[src/rtl/pipeline_pkg.sv]
`default_nettype none
// ==== pipeline_pkg : port indices, FSM states and helpers for pipeline_one_sched ==== rev 1.0
package pipeline_pkg;

  localparam int P_N            = 0;
  localparam int P_S            = 1;
  localparam int P_E            = 2;
  localparam int P_W            = 3;
  localparam int P_L            = 4;
  localparam int NPORTS         = 5;
  localparam int DATA_W_DEFAULT = 7;

  typedef enum logic [1:0] {
    IDLE   = 2'd0,
    LOAD   = 2'd1,
    COMMIT = 2'd2,
    GAP    = 2'd3
  } sched_state_e;

  // Port index modulo 5; callers never pass anything above 9.
  function automatic logic [2:0] wrap5(input int v);
    if (v >= NPORTS) return 3'(v - NPORTS);
    return 3'(v);
  endfunction

endpackage
`default_nettype wire

[src/rtl/pipeline_one_sched_if.sv]
`default_nettype none
// ==== pipeline_one_sched_if : requester handshake and pipeline_one load bus ==== rev 1.0
interface pipeline_one_sched_if
  import pipeline_pkg::*;
#(
  parameter int DATA_W = DATA_W_DEFAULT
);

  logic [NPORTS-1:0] req;
  logic [DATA_W-1:0] data_n;
  logic [DATA_W-1:0] data_s;
  logic [DATA_W-1:0] data_e;
  logic [DATA_W-1:0] data_w;
  logic [DATA_W-1:0] data_l;
  logic [NPORTS-1:0] ack;
  logic [DATA_W-1:0] inc;
  logic              nsig;
  logic              ssig;
  logic              esig;
  logic              wsig;
  logic              lsig;
  logic              commit;
  logic              busy;
  logic [NPORTS-1:0] round_mask;

  modport master (
    output req, data_n, data_s, data_e, data_w, data_l,
    input  ack, inc, nsig, ssig, esig, wsig, lsig, commit, busy, round_mask
  );

  modport slave (
    input  req, data_n, data_s, data_e, data_w, data_l,
    output ack, inc, nsig, ssig, esig, wsig, lsig, commit, busy, round_mask
  );

endinterface
`default_nettype wire

[src/rtl/pipeline_one_sched_rr_pick5.sv]
`default_nettype none
// ==== rr_pick5 : first eligible port scanning upward from ptr, wrapping L->N ==== rev 1.0
module rr_pick5
  import pipeline_pkg::*;
(
  input  logic [NPORTS-1:0] eligible_i,
  input  logic [2:0]        ptr_i,
  output logic [NPORTS-1:0] onehot_o,
  output logic [2:0]        idx_o
);

  logic       found;
  logic [2:0] cand;

  always_comb begin
    onehot_o = '0;
    idx_o    = '0;
    found    = 1'b0;
    cand     = '0;
    for (int k = 0; k < NPORTS; k++) begin
      cand = wrap5(int'(ptr_i) + k);
      if (!found && eligible_i[cand]) begin
        found          = 1'b1;
        onehot_o[cand] = 1'b1;
        idx_o          = cand;
      end
    end
  end

endmodule
`default_nettype wire

[src/rtl/pipeline_one_sched.sv]
`default_nettype none
// ==== pipeline_one_sched : round-robin 5-port scheduler serialising flits onto pipeline_one ==== rev 1.0
module pipeline_one_sched
  import pipeline_pkg::*;
#(
  parameter int DATA_W  = DATA_W_DEFAULT,
  parameter int TIMEOUT = 8
) (
  input  logic                clksig,
  input  logic                rstsig,
  pipeline_one_sched_if.slave sif
);

  localparam int               TMR_W    = $clog2(TIMEOUT + 1);
  localparam logic [TMR_W-1:0] TMR_LAST = TMR_W'(TIMEOUT - 1);
  localparam logic [TMR_W-1:0] TMR_MAX  = TMR_W'(TIMEOUT);

  sched_state_e      state_q;
  logic [2:0]        ptr_q;
  logic [2:0]        ptr_d;
  logic [NPORTS-1:0] served_q;
  logic [NPORTS-1:0] eligible;
  logic [NPORTS-1:0] grant_oh;
  logic [2:0]        grant_idx;
  logic              grant_en;
  logic [NPORTS-1:0] strb_q;
  logic [NPORTS-1:0] ack_q;
  logic [TMR_W-1:0]  timer_q;
  logic [DATA_W-1:0] inc_q;
  logic [DATA_W-1:0] inc_d;
  logic              commit_q;
  logic              busy_q;

  assign eligible = sif.req & ~served_q;
  assign grant_en = ((state_q == IDLE) || (state_q == LOAD)) && (|eligible);
  assign ptr_d    = wrap5(int'(grant_idx) + 1);

  rr_pick5 u_pick (
    .eligible_i (eligible),
    .ptr_i      (ptr_q),
    .onehot_o   (grant_oh),
    .idx_o      (grant_idx)
  );

  always_comb begin
    case (grant_idx)
      3'd1:    inc_d = sif.data_s;
      3'd2:    inc_d = sif.data_e;
      3'd3:    inc_d = sif.data_w;
      3'd4:    inc_d = sif.data_l;
      default: inc_d = sif.data_n;
    endcase
  end

  // Strobe/ack/inc default to zero every cycle; a grant overrides them for one cycle.
  always_ff @(posedge clksig or posedge rstsig) begin
    if (rstsig) begin
      state_q  <= IDLE;
      ptr_q    <= '0;
      served_q <= '0;
      timer_q  <= '0;
      strb_q   <= '0;
      ack_q    <= '0;
      inc_q    <= '0;
      commit_q <= 1'b0;
      busy_q   <= 1'b0;
    end else begin
      strb_q   <= '0;
      ack_q    <= '0;
      inc_q    <= '0;
      commit_q <= 1'b0;

      if (grant_en) begin
        strb_q   <= grant_oh;
        ack_q    <= grant_oh;
        inc_q    <= inc_d;
        served_q <= served_q | grant_oh;
        ptr_q    <= ptr_d;
        timer_q  <= '0;
      end

      case (state_q)
        IDLE: begin
          if (grant_en) begin
            state_q <= LOAD;
            busy_q  <= 1'b1;
          end
        end
        LOAD: begin
          // A pending grant always wins over commit so the last strobe never meets commit.
          if (!grant_en) begin
            if ((served_q == '1) || ((timer_q == TMR_LAST) && (served_q != '0))) begin
              state_q  <= COMMIT;
              commit_q <= 1'b1;
            end else if (timer_q != TMR_MAX) begin
              timer_q <= timer_q + TMR_W'(1);
            end
          end
        end
        COMMIT: begin
          state_q <= GAP;
        end
        GAP: begin
          served_q <= '0;
          timer_q  <= '0;
          busy_q   <= 1'b0;
          state_q  <= IDLE;
        end
        default: begin
          state_q <= IDLE;
        end
      endcase
    end
  end

  assign sif.ack        = ack_q;
  assign sif.inc        = inc_q;
  assign sif.nsig       = strb_q[P_N];
  assign sif.ssig       = strb_q[P_S];
  assign sif.esig       = strb_q[P_E];
  assign sif.wsig       = strb_q[P_W];
  assign sif.lsig       = strb_q[P_L];
  assign sif.commit     = commit_q;
  assign sif.busy       = busy_q;
  assign sif.round_mask = served_q;

endmodule
`default_nettype wire

[src/flat_wrapper.sv]
// flat-port wrapper written by rule: the top's interface ports become plain ports
module pipeline_one_sched_flat import pipeline_pkg::*;
#(
  parameter int DATA_W  = DATA_W_DEFAULT,
  parameter int TIMEOUT = 8
)
  (clksig, rstsig, sif_req, sif_data_n, sif_data_s, sif_data_e, sif_data_w, sif_data_l, sif_ack, sif_inc, sif_nsig, sif_ssig, sif_esig, sif_wsig, sif_lsig, sif_commit, sif_busy, sif_round_mask);
  pipeline_one_sched_if #(.DATA_W(DATA_W)) sif_i ();
  input  logic clksig;
  input  logic rstsig;
  input wire logic [$bits(sif_i.req)-1:0] sif_req;
  input wire logic [$bits(sif_i.data_n)-1:0] sif_data_n;
  input wire logic [$bits(sif_i.data_s)-1:0] sif_data_s;
  input wire logic [$bits(sif_i.data_e)-1:0] sif_data_e;
  input wire logic [$bits(sif_i.data_w)-1:0] sif_data_w;
  input wire logic [$bits(sif_i.data_l)-1:0] sif_data_l;
  output wire logic [$bits(sif_i.ack)-1:0] sif_ack;
  output wire logic [$bits(sif_i.inc)-1:0] sif_inc;
  output wire logic [$bits(sif_i.nsig)-1:0] sif_nsig;
  output wire logic [$bits(sif_i.ssig)-1:0] sif_ssig;
  output wire logic [$bits(sif_i.esig)-1:0] sif_esig;
  output wire logic [$bits(sif_i.wsig)-1:0] sif_wsig;
  output wire logic [$bits(sif_i.lsig)-1:0] sif_lsig;
  output wire logic [$bits(sif_i.commit)-1:0] sif_commit;
  output wire logic [$bits(sif_i.busy)-1:0] sif_busy;
  output wire logic [$bits(sif_i.round_mask)-1:0] sif_round_mask;
  assign sif_i.req = sif_req;
  assign sif_i.data_n = sif_data_n;
  assign sif_i.data_s = sif_data_s;
  assign sif_i.data_e = sif_data_e;
  assign sif_i.data_w = sif_data_w;
  assign sif_i.data_l = sif_data_l;
  assign sif_ack = sif_i.ack;
  assign sif_inc = sif_i.inc;
  assign sif_nsig = sif_i.nsig;
  assign sif_ssig = sif_i.ssig;
  assign sif_esig = sif_i.esig;
  assign sif_wsig = sif_i.wsig;
  assign sif_lsig = sif_i.lsig;
  assign sif_commit = sif_i.commit;
  assign sif_busy = sif_i.busy;
  assign sif_round_mask = sif_i.round_mask;
  pipeline_one_sched #(.DATA_W(DATA_W), .TIMEOUT(TIMEOUT)) u_core (.clksig(clksig), .rstsig(rstsig), .sif(sif_i));
endmodule
[config.mk]
export PLATFORM = sky130hd
export DESIGN_NAME = pipeline_one_sched_flat
export DESIGN_NICKNAME = d
export VERILOG_FILES = /design/src/rtl/pipeline_pkg.sv /design/src/rtl/pipeline_one_sched_if.sv /design/src/rtl/pipeline_one_sched_rr_pick5.sv /design/src/rtl/pipeline_one_sched.sv /design/src/flat_wrapper.sv
export SDC_FILE = /design/constraint.sdc
export NUM_CORES = 1
export LEC_CHECK = 0
export ABC_CLOCK_PERIOD_IN_PS = 7100
export BUFFER_PORTS_ARGS = -buffer_cell sky130_fd_sc_hd__buf_2
export CAP_MARGIN = 20
export CORE_ASPECT_RATIO = 0.5
export CORE_UTILIZATION = 50
export CTS_CLUSTER_SIZE = 40
export DETAILED_ROUTE_END_ITERATION = 10
export PLACE_DENSITY_LB_ADDON = 0.1
export SLEW_MARGIN = 20
export SYNTH_ARGS = -nofsm -noshare
export SYNTH_HDL_FRONTEND = slang
export SYNTH_HIERARCHICAL = 1
export SYNTH_SLANG_ARGS = --single-unit
[constraint.sdc]
create_clock -name clksig -period 7.1 [get_ports clksig]
set_clock_uncertainty 0.15 [all_clocks]
set_input_delay 1.065 -clock clksig [delete_from_list [all_inputs] [get_ports clksig]]
set_output_delay 1.065 -clock clksig [all_outputs]
set_load 0.05 [all_outputs]
==> results of run 1 <==
synth_stat cells (6+ instances only):
cell / instances
nor2_1: 24
nor2b_1: 6
and2_1: 6
nand3_1: 19
a21oi_1: 28
o21a_1: 6
a22oi_1: 11
ha_1: 21
dfrtp_1: 28
a221oi_1: 7
o22ai_1: 6
xnor2_1: 8
a31oi_1: 8
nand2_1: 26
buf_4: 8
o21ai_0: 16
inv_1: 22
mux2i_1: 7
state kept, by name (all words and copies together), names as in the netlist:
name	count
u_core/sif.inc	7
u_core/timer_q	4
u_core/sif.round_mask	5
u_core/sif.busy	1
u_core/sif.ack	5
u_core/sif.commit	1
u_core/state_q	2
u_core/ptr_q	3
worst reg2reg max path: stages, from the launching register on:
cell,delay (ns)
dfrtp_1,0.85
inv_1,0.34
ha_1,0.71
inv_2,0.22
mux2i_2,0.48
mux2i_1,0.33
a32oi_1,0.24
nor4_4,0.56
a21oi_1,0.11
a21oi_1,0.62
inv_1,0.19
ha_1,0.36
a21oi_1,0.06
o21ai_0,0.26
o21ai_0,0.12
mux2_2,0.28
metal layers:
metal,GRT usage,vias to the layer above,share of wire
met5,0,-,0
met4,0.06476,0,0.0072
met3,0.03513,7,0.054
met2,0.4654,128,0.46
met1,0.3987,1405,0.48
li1,-,1404,-
how the worst max path moves through the flow:
stage	to	slack, ns	depth (start not counted)
CTS	u_core/ptr_q[0]$_DFFE_PP0P_	1.24	15
global placement	u_core/ptr_q[0]$_DFFE_PP0P_	1.57	15
floorplan	u_core/ptr_q[0]$_DFFE_PP0P_	2.56	18
finish	u_core/ptr_q[0]$_DFFE_PP0P_	1.11	15
global route	u_core/sif.inc[0]$_DFF_PP0_	0.68	16
detailed placement	u_core/ptr_q[0]$_DFFE_PP0P_	1.25	15
cells by family after synthesis:
group,Yosys count
AOI/OAI and AO/OA,123
and+or+nand+nor,114
buffers and inverters,41
DFF,28
adders and majority gates,22
muxes,12
xor gates and xnor gates,10
final cells by class:
cell class | instances | area [um^2]
Clock buffer | 3 | 75.07
Clock inverter | 1 | 30.03
Fill cell | 535 | 2190
Inverter | 23 | 86.33
Multi-Input combinational cell | 281 | 2006
Sequential cell | 28 | 700.7
Tap cell | 73 | 91.34
Timing Repair Buffer | 67 | 360.3
through the flow:
step	cell area [um^2]	instances	hold WS [ns]
3_3_place_gp	3217	471	0.3658
3_5_place_dp	3244	472	0.3748
4_1_cts	3349	476	0.3921
5_1_grt	3349	476	0.4260
2_1_floorplan	2895	350	0.3673
6_report	3349	476	0.3942
==> metrics.md, run 1 <==
| Metric | Value |
|---|---|
| CTS tree | `yes` |
| Global-route wire length before repair | `13520 um` |
| Min Tclk post-route | `5.989 ns` |
| Fin util | `0.6047` |
| Clock tree sinks | `28` |
| Hold Path Stages | `1` |
| Area delta synth->final | `15.69%` |
| Total CTS buffers | `3` |
| Drt wl/cell | `17.51 um` |
| Area share of the largest cell type after synthesis | `0.2420` |
| Reg clk slew, reported paths | `0.07 ns` |
| Crit start category | `flop` |
| Die X | `109.6 um` |
| Hold-fix buffers at CTS | `0` |
| Pins over their slew limit | `0` |
| Antenna violations before repair | `0` |
| Root buf cell | `clkbuf_16` |
| Distinct cells, synth | `77` |
| CP max FO | `25` |
| Final wirelength | `8335 um` |
| Syn Inst Count | `350` |
| Most used cell, CP | `a21oi_1` |
| Compound-Gate Fraction of Synth Area | `0.3051` |
| Worst Tran Pin Value | `0.7740 ns` |
| Gpl congestion | `0.9292` |
| Most used DFF post-synth | `dfrtp_1` |
| Setup WS post-layout | `1.111 ns` |
| DR vias | `2944` |
| Largest family of logic cells by synthesized area | `compound AO/OA/AOI/OAI gates` |
| RSZ-0062 raised after global routing | `no` |
| Post-CTS sizing | `0` |
| Vias in the first global route | `2811` |
| Largest net degree at the start of global routing | `26` |
| IO Port Bufs | `65` |
| Worst Path Arrival | `6.00 ns` |
| Most common cell after layout, fill and taps aside | `buf_2` |
| Post-synthesis simple-gate area fraction | `0.2139` |
| Yosys warning total | `6` |
| Drt via density | `6.185` |
| Synth area leader | `dfrtp_1` |
| Worst slew margin | `0.4840` |
| Pre-CTS WS | `1.250 ns` |
| Area share of fa/ha/maj cells after synthesis | `0.09767` |
| Area contributors post-synth | `dfrtp_1, ha_1, a21oi_1` |
| DRT iter0 DRCs | `348` |
| Crit Path Category | `flop to flop` |
| Core Region | `5539 um^2` |
| CP delay by family, top | `compound AO/OA/AOI/OAI gates` |
| Mux cell area share after synthesis | `0.04581` |
| Antenna diodes | `0` |
| Fmax | `167.0 MHz` |
| Buf/Inv on CP | `3` |
| Number of synthesized flops with an enable pin | `0` |
| Routed Antenna Nets | `0` |
| Boundary pin count | `66` |
| Final Net Count | `468` |
| Critical Path Slowest Stage Cell | `dfrtp_1` |
| Post-synthesis sequential area ratio | `0.2420` |
| Post-Syn Area | `2895 um^2` |
| Status | `complete, no violations` |
| WHS Endpoint | `u_core/sif.busy$_DFFE_PP0P_` |
| Flops & latches, synth | `28` |
| Longest Clk Path Bufs | `2` |
| Die H | `55.81 um` |
| Crit path cell chain | `inv_1, ha_1, inv_2, mux2i_2, mux2i_1, a32oi_1, nor4_4, a21oi_1, a21oi_1, inv_1, ha_1, a21oi_1, o21ai_0, o21ai_0, mux2_2` |
| Period utilisation layout | `0.8435` |
| Drt first pass iters | `5` |
| Fin Setup TNS | `0 ns` |
| Setup repair bufs after CTS | `0` |
| Start point of the critical path | `u_core/ptr_q[0]$_DFFE_PP0P_` |
| Setup crit end kind | `flop` |
| RR Startpoint | `u_core/ptr_q[0]$_DFFE_PP0P_` |
| Fin. Hold Viols | `0` |
| Max cap viols | `0` |
| XOR/XNOR Fraction of Synth Area | `0.03025` |
| Most frequent cells in the layout | `buf_2, a21oi_1, dfrtp_1` |
| Delay of the slowest critical-path stage | `0.85 ns` |
| Hold Path Origin | `u_core/sif.busy$_DFFE_PP0P_` |
| FFs w/ async S/R, synth | `1.000` |
| Total die area | `6118 um^2` |
| Worst Hold Class | `flop to flop` |
| CP required | `7.11 ns` |
| GRT overflow | `0` |
| HPWL after DPL | `6476 um` |
| H-tree depth | `1` |
| Cell row count | `19` |
| R2R cell count | `15` |
| Worst R2R Setup Slack | `1.11 ns` |
| Initial Util | `0.5227` |
| Residual DRC count | `0` |
| Syn avg cell area | `8.272 um^2` |
| R2r endpoint | `u_core/ptr_q[0]$_DFFE_PP0P_` |
| Skew-Pair Late Insertion Delay | `0.27 ns` |
| Final setup violating endpoints | `0` |
| Syn nets | `414` |
| Gr usage total | `0.2837` |
| Ratio of cells with drive above 1 in the final layout | `0.2333` |
Power of run 1 is not shown: default switching activity piles up to over one toggle a cycle in this logic, so the estimate is an artifact.
==> inputs of run 2 (changes only) <==
--- a/config.mk
+++ b/config.mk
@@ -5,7 +5,7 @@
 export SDC_FILE = /design/constraint.sdc
 export NUM_CORES = 1
 export LEC_CHECK = 0
-export ABC_CLOCK_PERIOD_IN_PS = 7100
+export ABC_CLOCK_PERIOD_IN_PS = 5460
 export BUFFER_PORTS_ARGS = -buffer_cell sky130_fd_sc_hd__buf_2
 export CAP_MARGIN = 20
 export CORE_ASPECT_RATIO = 0.5
==> constraint.sdc (replaced) <==
create_clock -name clksig -period 5.46 [get_ports clksig]
set_clock_uncertainty 0.15 [all_clocks]
set_input_delay 0.819 -clock clksig [delete_from_list [all_inputs] [get_ports clksig]]
set_output_delay 0.819 -clock clksig [all_outputs]
set_load 0.05 [all_outputs]
==> metrics.md, run 2 (synthesis gave the netlist of run 1 again) <==
| Metric | Value |
|---|---|
| Drt first pass iters | `5` |
| Drt wl/cell | `17.51 um` |
| Pins over their slew limit | `0` |
| DR vias | `2990` |
| Hold-fix buffers at CTS | `0` |
| Global-route wire length before repair | `13520 um` |
| Gpl congestion | `0.9427` |
| RSZ-0062 raised after global routing | `no` |
| Vias in the first global route | `2808` |
| Total die area | `6118 um^2` |
| CP max FO | `12` |
| Residual DRC count | `0` |
| Antenna diodes | `0` |
| CP required | `5.47 ns` |
| CTS tree | `yes` |
| DRT iter0 DRCs | `363` |
| Most frequent cells in the layout | `buf_2, a21oi_1, dfrtp_1` |
| GRT overflow | `0` |
| Core Region | `5539 um^2` |
| Area delta synth->final | `17.85%` |
| Total CTS buffers | `3` |
| Ratio of cells with drive above 1 in the final layout | `0.2475` |
| Finished Cell Area | `3412 um^2` |
| Skew-Pair Late Insertion Delay | `0.27 ns` |
| Routed Antenna Nets | `0` |
| Root buf cell | `clkbuf_16` |
| IO Port Bufs | `65` |
| Worst Hold Class | `flop to flop` |
| Max cap viols | `0` |
| Fin Setup TNS | `0 ns` |
| Initial Util | `0.5227` |
| Boundary pin count | `66` |
| HPWL after DPL | `6463 um` |
| Dpl cells | `477` |
| Worst Path Arrival | `5.10 ns` |
| Drt via density | `6.216` |
| Final wirelength | `8421 um` |
| Final setup violating endpoints | `0` |
| H-tree depth | `1` |
| Most common cell after layout, fill and taps aside | `buf_2` |
| Setup crit end kind | `flop` |
| Worst Tran Pin Value | `0.8554 ns` |
| Cell row count | `19` |
| Final Net Count | `473` |
| Max reg flops | `7` |
| Cell Area, Placed | `3282 um^2` |
| Antenna violations before repair | `0` |
| Longest Clk Path Bufs | `2` |
| Largest net degree at the start of global routing | `25` |
| Reg clk slew, reported paths | `0.08 ns` |
| Crit start category | `flop` |
| Fin. Hold Viols | `0` |
| Finished Layout Cells | `481` |
| Min Tclk post-route | `5.087 ns` |
| Crit Path Category | `flop to flop` |
| Die X | `109.6 um` |
| Period utilisation layout | `0.9317` |
| Status | `complete, no violations` |
| Worst slew margin | `0.4286` |
| Clock tree sinks | `28` |
| Fmax | `196.6 MHz` |
| Gr usage total | `0.2820` |
| Die H | `55.81 um` |
[run 2: per-stage QoR]
step	utilization	setup slack [ns]	hold WS, ns
6_report	0.6160	0.3728	0.3993
5_1_grt	0.6160	0.03610	0.4285
4_1_cts	0.6115	0.1721	0.3951
3_5_place_dp	0.5925	0.2210	0.3761
3_3_place_gp	0.5875	0.2856	0.3596
2_1_floorplan	-	0.9160	0.3673
[run 2: layout make-up]
cell class / instances / area [um^2]
clock inverters: 1 / 30.03
multi-input cells: 281 / 2031
fillers: 479 / 2127
clock buffers: 3 / 75.07
flip-flops and latches: 28 / 700.7
repair buffers: 72 / 397.9
inverters: 23 / 86.33
well taps: 73 / 91.34
[run 2: timing repair]
item | CTS | global route
resized for setup | 0 | 4
setup endpoints to repair | 0 | 9
buffers inserted | 0 | 0
[run 2: worst paths after layout]
check	startpoint	to	slack, ns	cells past startpoint
max	u_core/ptr_q[1]$_DFFE_PP0P_	u_core/ptr_q[0]$_DFFE_PP0P_	0.37	15
min	u_core/sif.round_mask[2]$_DFFE_PP0P_	u_core/sif.round_mask[2]$_DFFE_PP0P_	0.40	1
max reg2reg	u_core/ptr_q[1]$_DFFE_PP0P_	u_core/ptr_q[0]$_DFFE_PP0P_	0.37	15
min reg2reg	u_core/sif.round_mask[2]$_DFFE_PP0P_	u_core/sif.round_mask[2]$_DFFE_PP0P_	0.40	1
max in group asynchronous	rstsig	u_core/sif.ack[0]$_DFF_PP0_	4.23	3
min in group asynchronous	rstsig	u_core/state_q[1]$_DFFE_PP0P_	0.44	2
[run 2: worst max-delay path, cell delays in order (launching register included)]
cell and delay, ns:
dfrtp_1 0.63, inv_1 0.16, ha_1 0.26, ha_1 0.48, o31ai_2 0.48, a22oi_1 0.26, or4_1 0.61, o22ai_1 0.22
mux2i_1 0.14, a21oi_1 0.33, inv_1 0.14, ha_1 0.34, a21oi_1 0.07, o21ai_0 0.27, o21ai_0 0.15, mux2_2 0.28
[run 2: routing by layer]
metal | GRT usage | part of all wire
met1 | 0.3864 | 0.44
met2 | 0.4726 | 0.46
met3 | 0.03747 | 0.081
met4 | 0.06476 | 0.022
met5 | 0 | 0
Power of run 2 is left out for the same reason.
==> inputs of run 3 (changes only) <==
--- a/config.mk
+++ b/config.mk
@@ -8,8 +8,10 @@
 export ABC_CLOCK_PERIOD_IN_PS = 5460
 export BUFFER_PORTS_ARGS = -buffer_cell sky130_fd_sc_hd__buf_2
 export CAP_MARGIN = 20
+export CELL_PAD_IN_SITES_DETAIL_PLACEMENT = 0
+export CELL_PAD_IN_SITES_GLOBAL_PLACEMENT = 1
 export CORE_ASPECT_RATIO = 0.5
-export CORE_UTILIZATION = 50
+export CORE_UTILIZATION = 37
 export CTS_CLUSTER_SIZE = 40
 export DETAILED_ROUTE_END_ITERATION = 10
 export PLACE_DENSITY_LB_ADDON = 0.1
==> metrics.md, run 3 (synthesis gave the netlist of run 1 again) <==
| Metric | Value |
|---|---|
| Die X | `127.1 um` |
| Vias in the first global route | `2847` |
| Worst Hold Class | `flop to flop` |
| Setup crit end kind | `flop` |
| Skew-Pair Late Insertion Delay | `0.26 ns` |
| DRT iter0 DRCs | `189` |
| HPWL after DPL | `6719 um` |
| Fin. Hold Viols | `0` |
| Drt wl/cell | `16.57 um` |
| Die H | `64.55 um` |
| Drt first pass iters | `5` |
| Pins over their slew limit | `0` |
| GRT overflow | `0` |
| Drt via density | `5.746` |
| Most used cell, CP | `a21oi_1` |
| Antenna diodes | `0` |
| Min Tclk post-route | `5.001 ns` |
| Core Region | `7460 um^2` |
| Delay of the slowest critical-path stage | `0.54 ns` |
| Post-CTS sizing | `0` |
| Crit path cell chain | `buf_4, ha_1, inv_1, fa_1, a21oi_2, mux2i_2, mux2i_1, a32oi_1, nor4_4, a21oi_1, a22oi_1, inv_1, ha_1, nor3_1, a21oi_1, nor2_2, nand2_1, a21oi_1` |
| Antenna violations before repair | `0` |
| IO Port Bufs | `65` |
| DR vias | `2982` |
| RSZ-0062 raised after global routing | `no` |
| Global-route wire length before repair | `14060 um` |
| Buf/Inv on CP | `3` |
| Period utilisation layout | `0.9159` |
| Final Net Count | `476` |
| Ratio of cells with drive above 1 in the final layout | `0.2530` |
| Largest net degree at the start of global routing | `25` |
| Longest Clk Path Bufs | `2` |
| Worst Path Arrival | `5.03 ns` |
| Routed Antenna Nets | `0` |
| Boundary pin count | `66` |
| Gr usage total | `0.2155` |
| Crit start category | `flop` |
| Max reg flops | `7` |
| H-tree depth | `1` |
| CP max FO | `8` |
| Worst Tran Pin Value | `0.6962 ns` |
| Final wirelength | `8599 um` |
| Setup repair bufs after CTS | `0` |
| Residual DRC count | `0` |
| Total die area | `8204 um^2` |
| Most frequent cells in the layout | `buf_2, a21oi_1, dfrtp_1` |
| Worst slew margin | `0.5358` |
| Status | `complete, no violations` |
| Total CTS buffers | `3` |
| Clock tree sinks | `28` |
| Initial Util | `0.3881` |
| CP delay by family, top | `simple AND/OR/NAND/NOR gates` |
| Fmax | `200.0 MHz` |
| Root buf cell | `clkbuf_16` |
| Reg clk slew, reported paths | `0.07 ns` |
| Critical Path Slowest Stage Cell | `nor4_4` |
| Cell row count | `22` |
| Area delta synth->final | `18.97%` |
| Crit Path Category | `flop to flop` |
| Hold-fix buffers at CTS | `0` |
| Max cap viols | `0` |
| CP required | `5.49 ns` |
| Gpl congestion | `0.8502` |
| CTS tree | `yes` |
| Fin Setup TNS | `0 ns` |
| Final setup violating endpoints | `0` |
| Most common cell after layout, fill and taps aside | `buf_2` |
## run 3: cell count changes in the layout (fill, tap and decap cells not counted), sizes merged
cell | before | now
buf | 72 | 75
clkbuf | 3 | 4
bufinv | 1 | 0
## run 3: per-stage QoR
stage	setup slack, ns	std cells	cell area, um^2	hold WS, ns	utilization
finish	0.4594	519	3445	0.4050	0.4618
detailed placement	0.2944	515	3348	0.3739	0.4488
floorplan	0.9160	350	2895	0.3673	-
global route	0.04502	519	3445	0.4339	0.4618
CTS	0.2956	519	3437	0.3978	0.4608
global placement	0.6051	514	3321	0.3725	0.4452
## run 3: cell type report
class                   instances  area (um^2)
fillers                       771         4015
multi-input cells             281         2013
flip-flops and latches         28        700.7
clock buffers                   4        88.84
well taps                     108        135.1
inverters                      23        86.33
repair buffers                 75        420.4
## run 3: metal layers
metal / up-vias / wire [um] / GRT usage
met5: - / 0 / 0
met4: 0 / 110 / 0.04315
met1: 1428 / 4125 / 0.2975
met2: 126 / 3837 / 0.3585
li1: 1416 / - / -
met3: 12 / 525 / 0.03303
## run 3: final timing paths
check | startpoint | to | slack, ns | cells past startpoint
max in group asynchronous | rstsig | u_core/sif.inc[0]$_DFF_PP0_ | 4.22 | 3
hold reg to reg | u_core/sif.busy$_DFFE_PP0P_ | u_core/sif.busy$_DFFE_PP0P_ | 0.41 | 1
hold / removal | u_core/sif.busy$_DFFE_PP0P_ | u_core/sif.busy$_DFFE_PP0P_ | 0.41 | 1
setup / recovery | u_core/ptr_q[1]$_DFFE_PP0P_ | u_core/sif.inc[1]$_DFF_PP0_ | 0.46 | 18
min in group asynchronous | rstsig | u_core/sif.ack[2]$_DFF_PP0_ | 0.46 | 2
setup reg to reg | u_core/ptr_q[1]$_DFFE_PP0P_ | u_core/sif.inc[1]$_DFF_PP0_ | 0.46 | 18
## run 3: worst register-to-register path: cells and delay by family, from the launching register on
kind | cells | cell delay (ns)
DFF | 1 | 0.47
adders and majority gates | 3 | 0.87
buffers and inverters | 3 | 0.41
and+or+nand+nor | 4 | 1.12
AOI/OAI and AO/OA | 6 | 1.10
muxes | 2 | 0.79
Power of run 3 is left out for the same reason.
